### src/rtl/mdu_pkg.sv
// Shared types and helpers for the iterative multiply/divide unit.
package mdu_pkg;

    localparam int WIDTH_DEF = 32;

    typedef enum logic [1:0] {
        OP_MULT  = 2'b00,
        OP_MULTU = 2'b01,
        OP_DIV   = 2'b10,
        OP_DIVU  = 2'b11
    } mdu_op_t;

    typedef enum logic [1:0] {
        ST_IDLE,
        ST_RUN,
        ST_FIX,
        ST_DONE
    } mdu_state_t;

    function automatic logic op_is_div(input mdu_op_t op);
        return op[1];
    endfunction

    function automatic logic op_is_signed(input mdu_op_t op);
        return ~op[0];
    endfunction

endpackage

### src/rtl/mdu_divstep.sv
// One restoring-division step: shift in the next dividend bit, trial-subtract the divisor.
module mdu_divstep
    import mdu_pkg::*;
#(
    parameter int WIDTH = WIDTH_DEF
) (
    input  logic [WIDTH-1:0] rem_i,
    input  logic [WIDTH-1:0] div_i,
    input  logic             bit_i,
    output logic [WIDTH-1:0] rem_o,
    output logic             q_o
);

    logic [WIDTH:0] shifted;
    logic [WIDTH:0] trial;

    // The partial remainder is always below the divisor, so on the no-subtract
    // path the shifted value still fits in WIDTH bits.
    always_comb begin
        shifted = {rem_i, bit_i};
        trial   = shifted - {1'b0, div_i};
        q_o     = (shifted >= {1'b0, div_i});
        rem_o   = q_o ? trial[WIDTH-1:0] : shifted[WIDTH-1:0];
    end

endmodule

### src/rtl/mdu_sequencer.sv
// Iterative MIPS multiply/divide unit with HI/LO; shared shift/add-subtract datapath.
// Optional MDU_EARLY_OUT_EN: multiplies finish once the remaining multiplier bits are zero.
module mdu_sequencer
    import mdu_pkg::*;
#(
    parameter int WIDTH = WIDTH_DEF
) (
    input  logic             CLK,
    input  logic             RST_N,
    input  logic             START,
    input  logic [1:0]       OP,
    input  logic [WIDTH-1:0] IN_A,
    input  logic [WIDTH-1:0] IN_B,
    input  logic             MT_HI,
    input  logic             MT_LO,
    input  logic             ABORT,
    output logic             BUSY,
    output logic             DONE,
    output logic             DIV_ZERO,
    output logic [WIDTH-1:0] HI,
    output logic [WIDTH-1:0] LO
);

    localparam int CNT_W = $clog2(WIDTH);
    localparam int AW    = 2 * WIDTH;

    mdu_state_t       state_q;
    mdu_op_t          op_q;
    logic [CNT_W-1:0] cnt_q;
    logic [WIDTH-1:0] opnd_q;
    logic [AW-1:0]    acc_q;
    logic             neg_res_q;
    logic             neg_rem_q;
    logic [WIDTH-1:0] hi_q;
    logic [WIDTH-1:0] lo_q;
    logic             busy_q;
    logic             done_q;
    logic             dz_q;

    mdu_op_t          op_in;
    logic             in_div;
    logic             in_div_zero;
    logic             a_neg;
    logic             b_neg;
    logic [WIDTH-1:0] a_mag;
    logic [WIDTH-1:0] b_mag;

    always_comb begin
        op_in       = mdu_op_t'(OP);
        in_div      = op_is_div(op_in);
        in_div_zero = in_div && (IN_B == '0);
        a_neg       = op_is_signed(op_in) && IN_A[WIDTH-1];
        b_neg       = op_is_signed(op_in) && IN_B[WIDTH-1];
        a_mag       = a_neg ? -IN_A : IN_A;
        b_mag       = b_neg ? -IN_B : IN_B;
    end

    logic [WIDTH-1:0] div_rem;
    logic             div_qbit;

    mdu_divstep #(.WIDTH(WIDTH)) u_divstep (
        .rem_i (acc_q[AW-1:WIDTH]),
        .div_i (opnd_q),
        .bit_i (acc_q[WIDTH-1]),
        .rem_o (div_rem),
        .q_o   (div_qbit)
    );

    logic [WIDTH:0]   mul_sum;
    logic [AW-1:0]    mul_acc_d;
    logic [AW-1:0]    step_acc_d;
    logic [AW-1:0]    early_acc_d;
    logic             early_out;
    logic [AW-1:0]    prod_fix;
    logic [WIDTH-1:0] quo_fix;
    logic [WIDTH-1:0] rem_fix;
    logic [WIDTH-1:0] hi_fix_d;
    logic [WIDTH-1:0] lo_fix_d;

`ifdef MDU_EARLY_OUT_EN
    logic [AW-1:0] rem_mask;
`endif

    // Multiply: acc = {partial product, unconsumed multiplier}; add the
    // multiplicand when the multiplier LSB is set, then shift right.
    always_comb begin
        mul_sum    = {1'b0, acc_q[AW-1:WIDTH]} + (acc_q[0] ? {1'b0, opnd_q} : '0);
        mul_acc_d  = {mul_sum, acc_q[WIDTH-1:1]};
        step_acc_d = op_is_div(op_q) ? {div_rem, acc_q[WIDTH-2:0], div_qbit} : mul_acc_d;
`ifdef MDU_EARLY_OUT_EN
        // cnt_q low bits of the stepped accumulator are still multiplier bits;
        // if all zero, the rest of the run is pure shifting.
        rem_mask    = (AW'(1) << cnt_q) - AW'(1);
        early_out   = !op_is_div(op_q) && ((mul_acc_d & rem_mask) == '0);
        early_acc_d = mul_acc_d >> cnt_q;
`else
        early_out   = 1'b0;
        early_acc_d = mul_acc_d;
`endif
    end

    always_comb begin
        prod_fix = neg_res_q ? -acc_q : acc_q;
        quo_fix  = neg_res_q ? -acc_q[WIDTH-1:0] : acc_q[WIDTH-1:0];
        rem_fix  = neg_rem_q ? -acc_q[AW-1:WIDTH] : acc_q[AW-1:WIDTH];
        hi_fix_d = op_is_div(op_q) ? rem_fix : prod_fix[AW-1:WIDTH];
        lo_fix_d = op_is_div(op_q) ? quo_fix : prod_fix[WIDTH-1:0];
    end

    // NOTE: every register here uses <= so all of them see the pre-edge values;
    // a blocking write would let later statements observe the new state.
    always_ff @(posedge CLK or negedge RST_N) begin
        if (!RST_N) begin
            state_q   <= ST_IDLE;
            op_q      <= OP_MULT;
            cnt_q     <= '0;
            opnd_q    <= '0;
            acc_q     <= '0;
            neg_res_q <= 1'b0;
            neg_rem_q <= 1'b0;
            hi_q      <= '0;
            lo_q      <= '0;
            busy_q    <= 1'b0;
            done_q    <= 1'b0;
            dz_q      <= 1'b0;
        end else begin
            done_q <= 1'b0;
            dz_q   <= 1'b0;
            if (ABORT) begin
                state_q <= ST_IDLE;
                busy_q  <= 1'b0;
            end else begin
                case (state_q)
                    ST_IDLE, ST_DONE: begin
                        if (MT_HI) hi_q <= IN_A;
                        if (MT_LO) lo_q <= IN_A;
                        if (!START) begin
                            state_q <= ST_IDLE;
                        end else if (in_div_zero) begin
                            op_q    <= op_in;
                            state_q <= ST_DONE;
                            done_q  <= 1'b1;
                            dz_q    <= 1'b1;
                        end else begin
                            op_q      <= op_in;
                            state_q   <= ST_RUN;
                            busy_q    <= 1'b1;
                            cnt_q     <= CNT_W'(WIDTH - 1);
                            opnd_q    <= in_div ? b_mag : a_mag;
                            acc_q     <= {WIDTH'(0), (in_div ? a_mag : b_mag)};
                            neg_res_q <= a_neg ^ b_neg;
                            neg_rem_q <= in_div && a_neg;
                        end
                    end
                    ST_RUN: begin
                        acc_q <= early_out ? early_acc_d : step_acc_d;
                        cnt_q <= cnt_q - 1'b1;
                        if (cnt_q == '0 || early_out) state_q <= ST_FIX;
                    end
                    ST_FIX: begin
                        hi_q    <= hi_fix_d;
                        lo_q    <= lo_fix_d;
                        state_q <= ST_DONE;
                        busy_q  <= 1'b0;
                        done_q  <= 1'b1;
                    end
                    default: begin
                        state_q <= ST_IDLE;
                        busy_q  <= 1'b0;
                    end
                endcase
            end
        end
    end

    assign BUSY     = busy_q;
    assign DONE     = done_q;
    assign DIV_ZERO = dz_q;
    assign HI       = hi_q;
    assign LO       = lo_q;

endmodule

### config.mk
export PLATFORM = sky130hd
export DESIGN_NAME = mdu_sequencer
export DESIGN_NICKNAME = d
export VERILOG_FILES = /design/src/rtl/mdu_pkg.sv /design/src/rtl/mdu_divstep.sv /design/src/rtl/mdu_sequencer.sv
export SDC_FILE = /design/constraint.sdc
export NUM_CORES = 1
export LEC_CHECK = 0
export ABC_CLOCK_PERIOD_IN_PS = 3500
export BUFFER_PORTS_ARGS = -buffer_cell sky130_fd_sc_hd__buf_4
export CAP_MARGIN = 10
export CORE_ASPECT_RATIO = 1.5
export CORE_UTILIZATION = 35
export CTS_BUF_LIST = sky130_fd_sc_hd__clkbuf_4 sky130_fd_sc_hd__clkbuf_8
export CTS_CLUSTER_DIAMETER = 50
export CTS_CLUSTER_SIZE = 14
export DETAILED_ROUTE_END_ITERATION = 6
export SLEW_MARGIN = 10
export SYNTH_ARGS = -nofsm -noshare
export SYNTH_HDL_FRONTEND = slang
export SYNTH_HIERARCHICAL = 1
export SYNTH_SLANG_ARGS = --single-unit
export TNS_END_PERCENT = 1
### constraint.sdc
create_clock -name CLK -period 3.5 [get_ports CLK]
set_input_delay 0.35 -clock CLK [delete_from_list [all_inputs] [get_ports CLK]]
set_output_delay 0.35 -clock CLK [all_outputs]
set_load 0.005 [all_outputs]
==> summary.txt, run 1 <==
Outcome
  • Status: complete, no violations

STA
  • Final setup viols: 0
  • Fin crit share: 0.960
  • Fmax: 298 MHz
  • Final WS setup: around 0.14 ns
  • Post-layout minimum cycle time: 3.36 ns
  • Worst-margin pin slew: a little under 1 ns
  • Post-Route Skew: 0.0233 ns
  • Max Slew Vio Count: 0
  • Final Hold Fails: 0
  • Max_slew headroom: 0.344

Floorplan
  • Die area: 0.0454 sq mm
  • IO Pins: 139
  • Initial Util: 0.355
  • Row count: 94
  • Core outline area: 0.0439 sq mm
  • Die height: 260 um
  • Die X: around 170 um

CTS
  • Sink Count: 173
  • CTS Root Cell: clkbuf_8
  • H-tree depth: 4
  • CTS Buf Count: 17
  • Clk_lat worst skew: 0.52 ns
  • Maximum root-to-sink buffer count: 2
  • TritonCTS clock tree: yes
  • Clock-pin slew on the worst setup and hold paths: ~0.12 ns

Worst setup path
  • Critical Path Fanout Max: 4
  • FF-to-FF setup slack: 0.14 ns
  • R2R Path End: acc_q[63]
  • Crit Path Category: register to register
  • Critical Path AT: 3.77 ns
  • Reg2reg path depth: 13
  • Data required, critical path: slightly below 4 ns
  • Worst setup EP type: register
  • R2R Path Start: acc_q[0]
  • Startpoint Class: register

Power
  • Reg power frac: 0.233
  • Switch share: 0.506
  • Clk network pwr share: 0.090
  • Pleak: 8.30 nW
  • Int Power: between 7 and 8 mW
  • NetSw: 8.16 mW
  • Power, Total: between 15 and 20 mW
  • PD cells: between 800 and 900 mW/mm^2
  • Worst-case vdd ir drop: 353 uV
  • Logic pwr share: 0.677

Synth
  • Synth Register Bits: between 150 and 200
  • Synth cell count leaders: nand2_1 (195), o21ai_0 (180), a21oi_1 (174)
  • Synth cell types: 86
  • Syn_nets: roughly 2,100
  • Cell with the most instances after synthesis: nand2_1
  • Cells after synthesis: 1,956
  • Dominant cell type by area after synthesis: dfrtp_1
  • Mean Syn Cell Area: 7.97 sq um
  • Synth Flop Type: dfrtp_1
  • Ys Warns: 6
  • Post-synthesis sequential area ratio: 0.278
  • EDFF count, synth: 0
  • Synthesized cell area: 0.0156 sq mm
  • Synth area leaders: dfrtp_1 (28%), ha_1 (5.8%), o21ai_0 (5.8%), a21oi_1 (5.6%), xnor2_1 (5.2%)
  • Ys async rst share: 1.00
  • Post-synth top area share: 0.278

Hold path
  • Worst hold start: ABORT
  • Hold Path Sink: BUSY
  • Worst hold path class: input pin to register
  • Hold path cells: 2

Routing
  • DRT antenna net count: 0
  • Drt drc: 0
  • Total routed wirelength: approximately 64 mm
  • Wire length on met2: 32.5 mm
  • Number of vias per cell: approximately 5.8
  • Mean routed wirelength per cell: 23.7 um
  • Met3 routed WL: 2.47 mm
  • DR top layer: met4
  • Via count: 15,700
  • Drt initial violations: between 1,000 and 1,500
  • Router iterations before antenna repair: 5
  • Routed met1 length: 23.0 mm

Layout
  • Final #Nets: 2,269
  • Layout fillers: 4,471
  • Storage cell area: 0.00433 sq mm
  • Finished Cell Area: around 0.018 sq mm
  • Share of layout cells above drive strength 1: 0.193
  • Multi-input logic area: 0.0106 sq mm
  • Area growth, synth to finish: 17.9%

Placed design
  • GP Congestion: between 0.9 and 1
  • DP HPWL: 51.3 mm
  • Dpl ws: 0.0298 ns
  • Port-buffer cells: 138
  • Placed Area: 0.0179 sq mm

Global route
  • First-pass GRT wire length: around 95 mm
  • Vias in the first global route: 15,500
  • Gr usage total: 0.280
  • Initial antenna violation count: 1
  • GR Overflow Total: 0
  • Largest net degree at the start of global routing: 102

Flow run
  • Max-cap viol count: 0
[timing repair]
| action | 4_1_cts | 5_1_grt |
|---|---|---|
| setup endpoints to repair | 0 | 14 |
| hold endpoints to repair | 84 | 0 |
| hold buffers | 1 | 0 |
| resized for setup | 0 | 12 |
| setup buffers | 0 | 3 |
[power by group through the flow]
stage / logic (mW) / clock network (mW) / registers, mW
CTS: 10.7 / 1.47 / 3.74
global placement: 10.6 / 0 / 3.76
global route: 11.8 / 1.53 / 3.84
finish: 10.9 / 1.45 / 3.76
detailed placement: 10.7 / 0 / 3.79
floorplan: 6.84 / 0 / 3.53
[placed cells by master, fill, tap and decap left out, types with 8 or more instances in the layout]
master      n
or3_1      14
o21bai_1    8
a21oi_1   172
and2_1     38
a22oi_1    17
nand2_1   193
and3_1     15
a22o_1      8
nor2_1    172
o211ai_1   15
mux2_2     51
buf_4     259
a211o_1     8
a211oi_1   46
clkbuf_8   17
o21ai_0   179
nor3_1     39
xnor2_1    93
nand4_1    20
or4_1      11
a31oi_1    21
o31ai_1    16
o21a_1     12
o21ai_1     8
nand2b_1   14
inv_1      69
mux2_4      9
o41ai_1     8
xor2_1     80
ha_1       69
nand3_1    34
a221o_1     8
nor4_1     13
a21o_1     53
dfrtp_1   172
mux2i_1    26
nor2b_1    17
a221oi_1    8
[layer usage]
metal	track usage	vias up
li1	-	7375
met1	0.290	7626
met2	0.499	532
met3	0.0318	215
met4	0.255	0
met5	0	-
[kinds of logic after synthesis]
logic type,count (synthesis),synth area share
buf+inv,190,0.0478
fa+ha+maj,74,0.0604
mux,86,0.0622
flops,173,0.278
compound gates,635,0.257
simple gates,625,0.197
xor+xnor,173,0.0972
[layout make-up]
type | count | area share
clock inverters | 14 | 0.00722
clock buffers | 18 | 0.0131
repair buffers | 267 | 0.114
flip-flops and latches | 173 | 0.236
inverters | 71 | 0.0145
multi-input cells | 1593 | 0.577
diodes | 1 | 0.000136
well taps | 576 | 0.0392
[worst max path at each step]
stage | endpoint | slack (ns) | start
after floorplan | acc_q[63] | 0.06 | acc_q[0]
after global placement | acc_q[63] | 0.04 | acc_q[0]
after detailed placement | acc_q[63] | 0.03 | acc_q[0]
after CTS | acc_q[63] | 0.02 | acc_q[0]
after global routing | acc_q[63] | -0.006 | acc_q[0]
final | acc_q[63] | 0.14 | acc_q[0]
[registers in the layout (all words and copies together), names as in the netlist]
name       flops
op_q           1
neg_res_q      1
DONE           1
BUSY           1
neg_rem_q      1
state_q        2
acc_q         64
DIV_ZERO       1
LO            32
HI            32
opnd_q        32
cnt_q          5
[through the flow]
step                      TNS (ns)  std cells  hold slack [ns]  utilization
final                            0       2713           0.0869        0.419
after global routing      -0.00572       2713           0.0889        0.419
after CTS                        0       2709           0.0672        0.417
after detailed placement         0       2676            0.467        0.408
after global placement           0       2676            0.469        0.408
after floorplan                  0       1956           0.0544            -
[critical path, cell delays in order, from the launching register on]
cell,delay [ns]
dfrtp_1,0.42
and2_1,0.15
ha_1,0.20
fa_2,0.35
a21o_1,0.21
a221o_1,0.34
o211ai_1,0.20
buf_4,0.18
nand2_2,0.09
a41oi_2,0.20
buf_4,0.15
o211ai_1,0.12
a211o_1,0.32
a221o_1,0.31
Power figures use the tool's default switching activity.
==> run 2, diff against run 1 <==
--- a/config.mk
+++ b/config.mk
@@ -5,6 +5,7 @@
 export SDC_FILE = /design/constraint.sdc
 export NUM_CORES = 1
 export LEC_CHECK = 0
+export ABC_AREA = 1
 export ABC_CLOCK_PERIOD_IN_PS = 3500
 export BUFFER_PORTS_ARGS = -buffer_cell sky130_fd_sc_hd__buf_4
 export CAP_MARGIN = 10
==> run 2 against run 1 <==
Against the previous run: the run now ends with design-rule violations left; die area up 19%; utilization down 1.9 points; clock-buffer cell count up 1; final cell count up 51%; largest power group unchanged; register-to-register slack better by 0.23 ns; global-route usage up 5.2 points; combinational power up 25%; non-clock buffer count down 58; clock power up 9%; total power up 19%; worst hold slack better by 0.069 ns.
==> summary.txt, run 2 <==
Outcome
  • Status: finished with violations
  • Failing checks: design-rule violations

STA
  • Post-Route Skew: roughly 0.029 ns
  • Worst-margin pin slew: approximately 0.94 ns
  • Fin crit share: 0.894
  • Setup TNS: 0 ns
  • Fmax: 319 MHz
  • Post-layout minimum cycle time: 3.13 ns
  • Max Slew Vio Count: 0
  • Final setup viols: 0
  • Final Hold Fails: 0
  • Max_slew headroom: 0.374
  • RSZ-0062 raised after global routing: false

Routing
  • Mean routed wirelength per cell: 22.0 um
  • Drt initial violations: 2,191
  • Total routed wirelength: 90.0 mm
  • DRT antenna net count: 0
  • Number of vias per cell: 5.46
  • Via count: 22,300
  • Drt drc: 2
  • Router iterations before antenna repair: 7

Global route
  • Vias in the first global route: 21,500
  • Gr usage total: 0.332
  • GR Overflow Total: 0
  • Initial antenna violation count: 1
  • Largest net degree at the start of global routing: 71
  • First-pass GRT wire length: 132 mm

Worst setup path
  • R2R Path End: acc_q[63]
  • Crit-path leading delay family: simple AND/OR/NAND/NOR gates
  • Critical Path Fanout Max: 30
  • WP buf/inv: 1
  • R2R Path Start: acc_q[37]
  • Critical path depth: 13
  • Most frequent CP cell: nand2_1
  • Worst-path cell chain: ha_1 > nand2_1 > nor2_1 > nand2_1 > nor3_2 > nand2_1 > nand2_1 > nor2_4 > buf_4 > nand3_1 > nand2_1 > o2111ai_1 > o21ai_0
  • Worst setup EP type: register
  • Reg2reg path depth: 13
  • Startpoint Class: register
  • CP endpoint: acc_q[63]
  • Critical Path AT: 3.54 ns
  • Crit Path Category: register to register
  • Slowest Stage Delay on Critical Path: ~0.5 ns
  • Data required, critical path: a little under 4 ns
  • FF-to-FF setup slack: 0.37 ns
  • Worst path slowest cell: dfrtp_1
  • Crit path launch: acc_q[37]

Floorplan
  • Die height: 284 um
  • Row count: 103
  • Initial Util: 0.354
  • Core outline area: 0.0525 sq mm
  • Die X: roughly 190 um
  • IO Pins: 139
  • Die area: 0.0540 sq mm

Synth
  • Synth Register Bits: 173
  • Ys async rst share: 1.00
  • Synth area leaders: dfrtp_1 (23%), nand2_1 (20%), nor2_1 (10%), nand3_1 (10%), inv_1 (8.6%)
  • Post-synth top area share: 0.233
  • Mean Syn Cell Area: 5.68 sq um
  • EDFF count, synth: 0
  • Synthesized cell area: 0.0186 sq mm
  • Ys Warns: 6
  • Post-synthesis sequential area ratio: 0.233
  • Dominant cell type by area after synthesis: dfrtp_1
  • Synth cell count leaders: nand2_1 (1,002), nor2_1 (503), inv_1 (426)
  • Cell with the most instances after synthesis: nand2_1
  • Syn_nets: 3,412
  • Cells after synthesis: 3,266
  • Synth Flop Type: dfrtp_1
  • Synth cell types: 47

CTS
  • Clock-pin slew on the worst setup and hold paths: about 0.12 ns
  • Maximum root-to-sink buffer count: 2
  • Post-CTS Setup Bufs: 0
  • H-tree depth: 4
  • Clk_lat worst skew: 0.54 ns
  • Post-cts sizing count: 0
  • Sink Count: between 150 and 200
  • TritonCTS clock tree: yes
  • CTS Root Cell: clkbuf_8
  • CTS Buf Count: 17

Layout
  • Commonest non-fill, non-tap cell in the layout: nand2_1
  • Leading cell types in the layout, fill and taps excluded: nand2_1 (1,002), nor2_1 (501), inv_1 (426)
  • Share of layout cells above drive strength 1: 0.0864
  • Finished Cell Area: 0.0210 sq mm
  • Layout fillers: just under 6,000
  • Largest register FFs: 64
  • Final #Nets: 3,535
  • Layout Utilization: 0.400
  • Top reg by flops: acc_q
  • Post-Layout Cell Count: between 4,000 and 5,000
  • Area growth, synth to finish: 13.0%

Placed design
  • Port-buffer cells: roughly 140
  • GP Congestion: 1.05
  • DP HPWL: 73.9 mm
  • Placed Area: 0.0205 sq mm
  • Placed Instances: 4,050

Power
  • Pleak: between 10 and 15 nW
  • Logic pwr share: 0.707
  • Clk network pwr share: 0.082
  • NetSw: 11.3 mW
  • Switch share: 0.589
  • Int Power: between 7 and 8 mW
  • Worst-case vdd ir drop: 361 uV
  • PD cells: 916 mW/mm^2
  • Reg power frac: 0.210

Flow run
  • Max-cap viol count: 0

Hold path
  • Worst hold path class: input pin to register
run 2: changes by cell type after synthesis, sizes merged, moves of 24 or more:
cell	change
nor2	+342
mux2	-60
and2	-24
a21o	-51
buf	+24
xnor2	-86
nand3	+352
a211oi	-47
clkbuf	-38
xor2	-37
inv	+361
nand2	+814
run 2: how the worst min path moves through the flow:
stage,from,end,depth (start not counted)
detailed placement,RST_N,HI[25],1
CTS,IN_A[0],LO[0],3
global placement,RST_N,HI[25],1
finish,IN_A[0],LO[0],3
floorplan,RST_N,BUSY,0
global route,IN_A[0],LO[0],3
run 2: routing by layer:
layer  wire [um]  vias up  track usage
li1            -    10700            -
met1       31900    10300        0.354
met2       43500      977        0.565
met3        5010      325       0.0416
met4        9560        0        0.307
met5           0        -            0
run 2: kinds of logic after synthesis:
group / share of synthesized area
buffers and inverters: 0.115
multiplexers: 0.00162
AO/OA/AOI/OAI: 0.118
AND/OR/NAND/NOR: 0.458
flip-flops: 0.233
adder cells (fa/ha/maj): 0.0507
XOR/XNOR: 0.0236
run 2: worst min-delay path: stages:
cell	delay, ns
buf_4	0.14
nand2_1	0.09
a31oi_1	0.07
run 2: per-stage QoR:
step                      hold WS (ns)  setup slack (ns)  power, mW
after floorplan                 0.0544              1.17       12.1
after global placement           0.424             0.461       17.3
after detailed placement         0.423             0.444       17.3
after CTS                        0.132             0.411       18.9
after global routing             0.142             0.285       20.5
final                            0.156             0.370       19.2
run 2: layout make-up:
class	count	area, sq um	share of cell area
Multi-Input combinational cell	2554	12100	0.577
Sequential cell	173	4330	0.207
Timing Repair Buffer	209	1640	0.0782
Inverter	434	1630	0.0779
Tap cell	682	853	0.0407
Clock buffer	19	249	0.0119
Clock inverter	12	158	0.00752
Antenna cell	1	2.50	0.000119
run 2: timing repair:
item                                   in CTS  in global routing
setup endpoints to repair                   0                  0
endpoints found under the hold margin      61                  0
hold buffers                                2                  0
run 2: power groups by stage:
stage,Sequential [mW],Combinational (mW),Clock [mW]
after CTS,4.00,13.3,1.60
after global routing,4.09,14.8,1.66
final,4.04,13.6,1.58
after floorplan,3.62,8.53,0
after global placement,4.04,13.3,0
after detailed placement,4.05,13.2,0
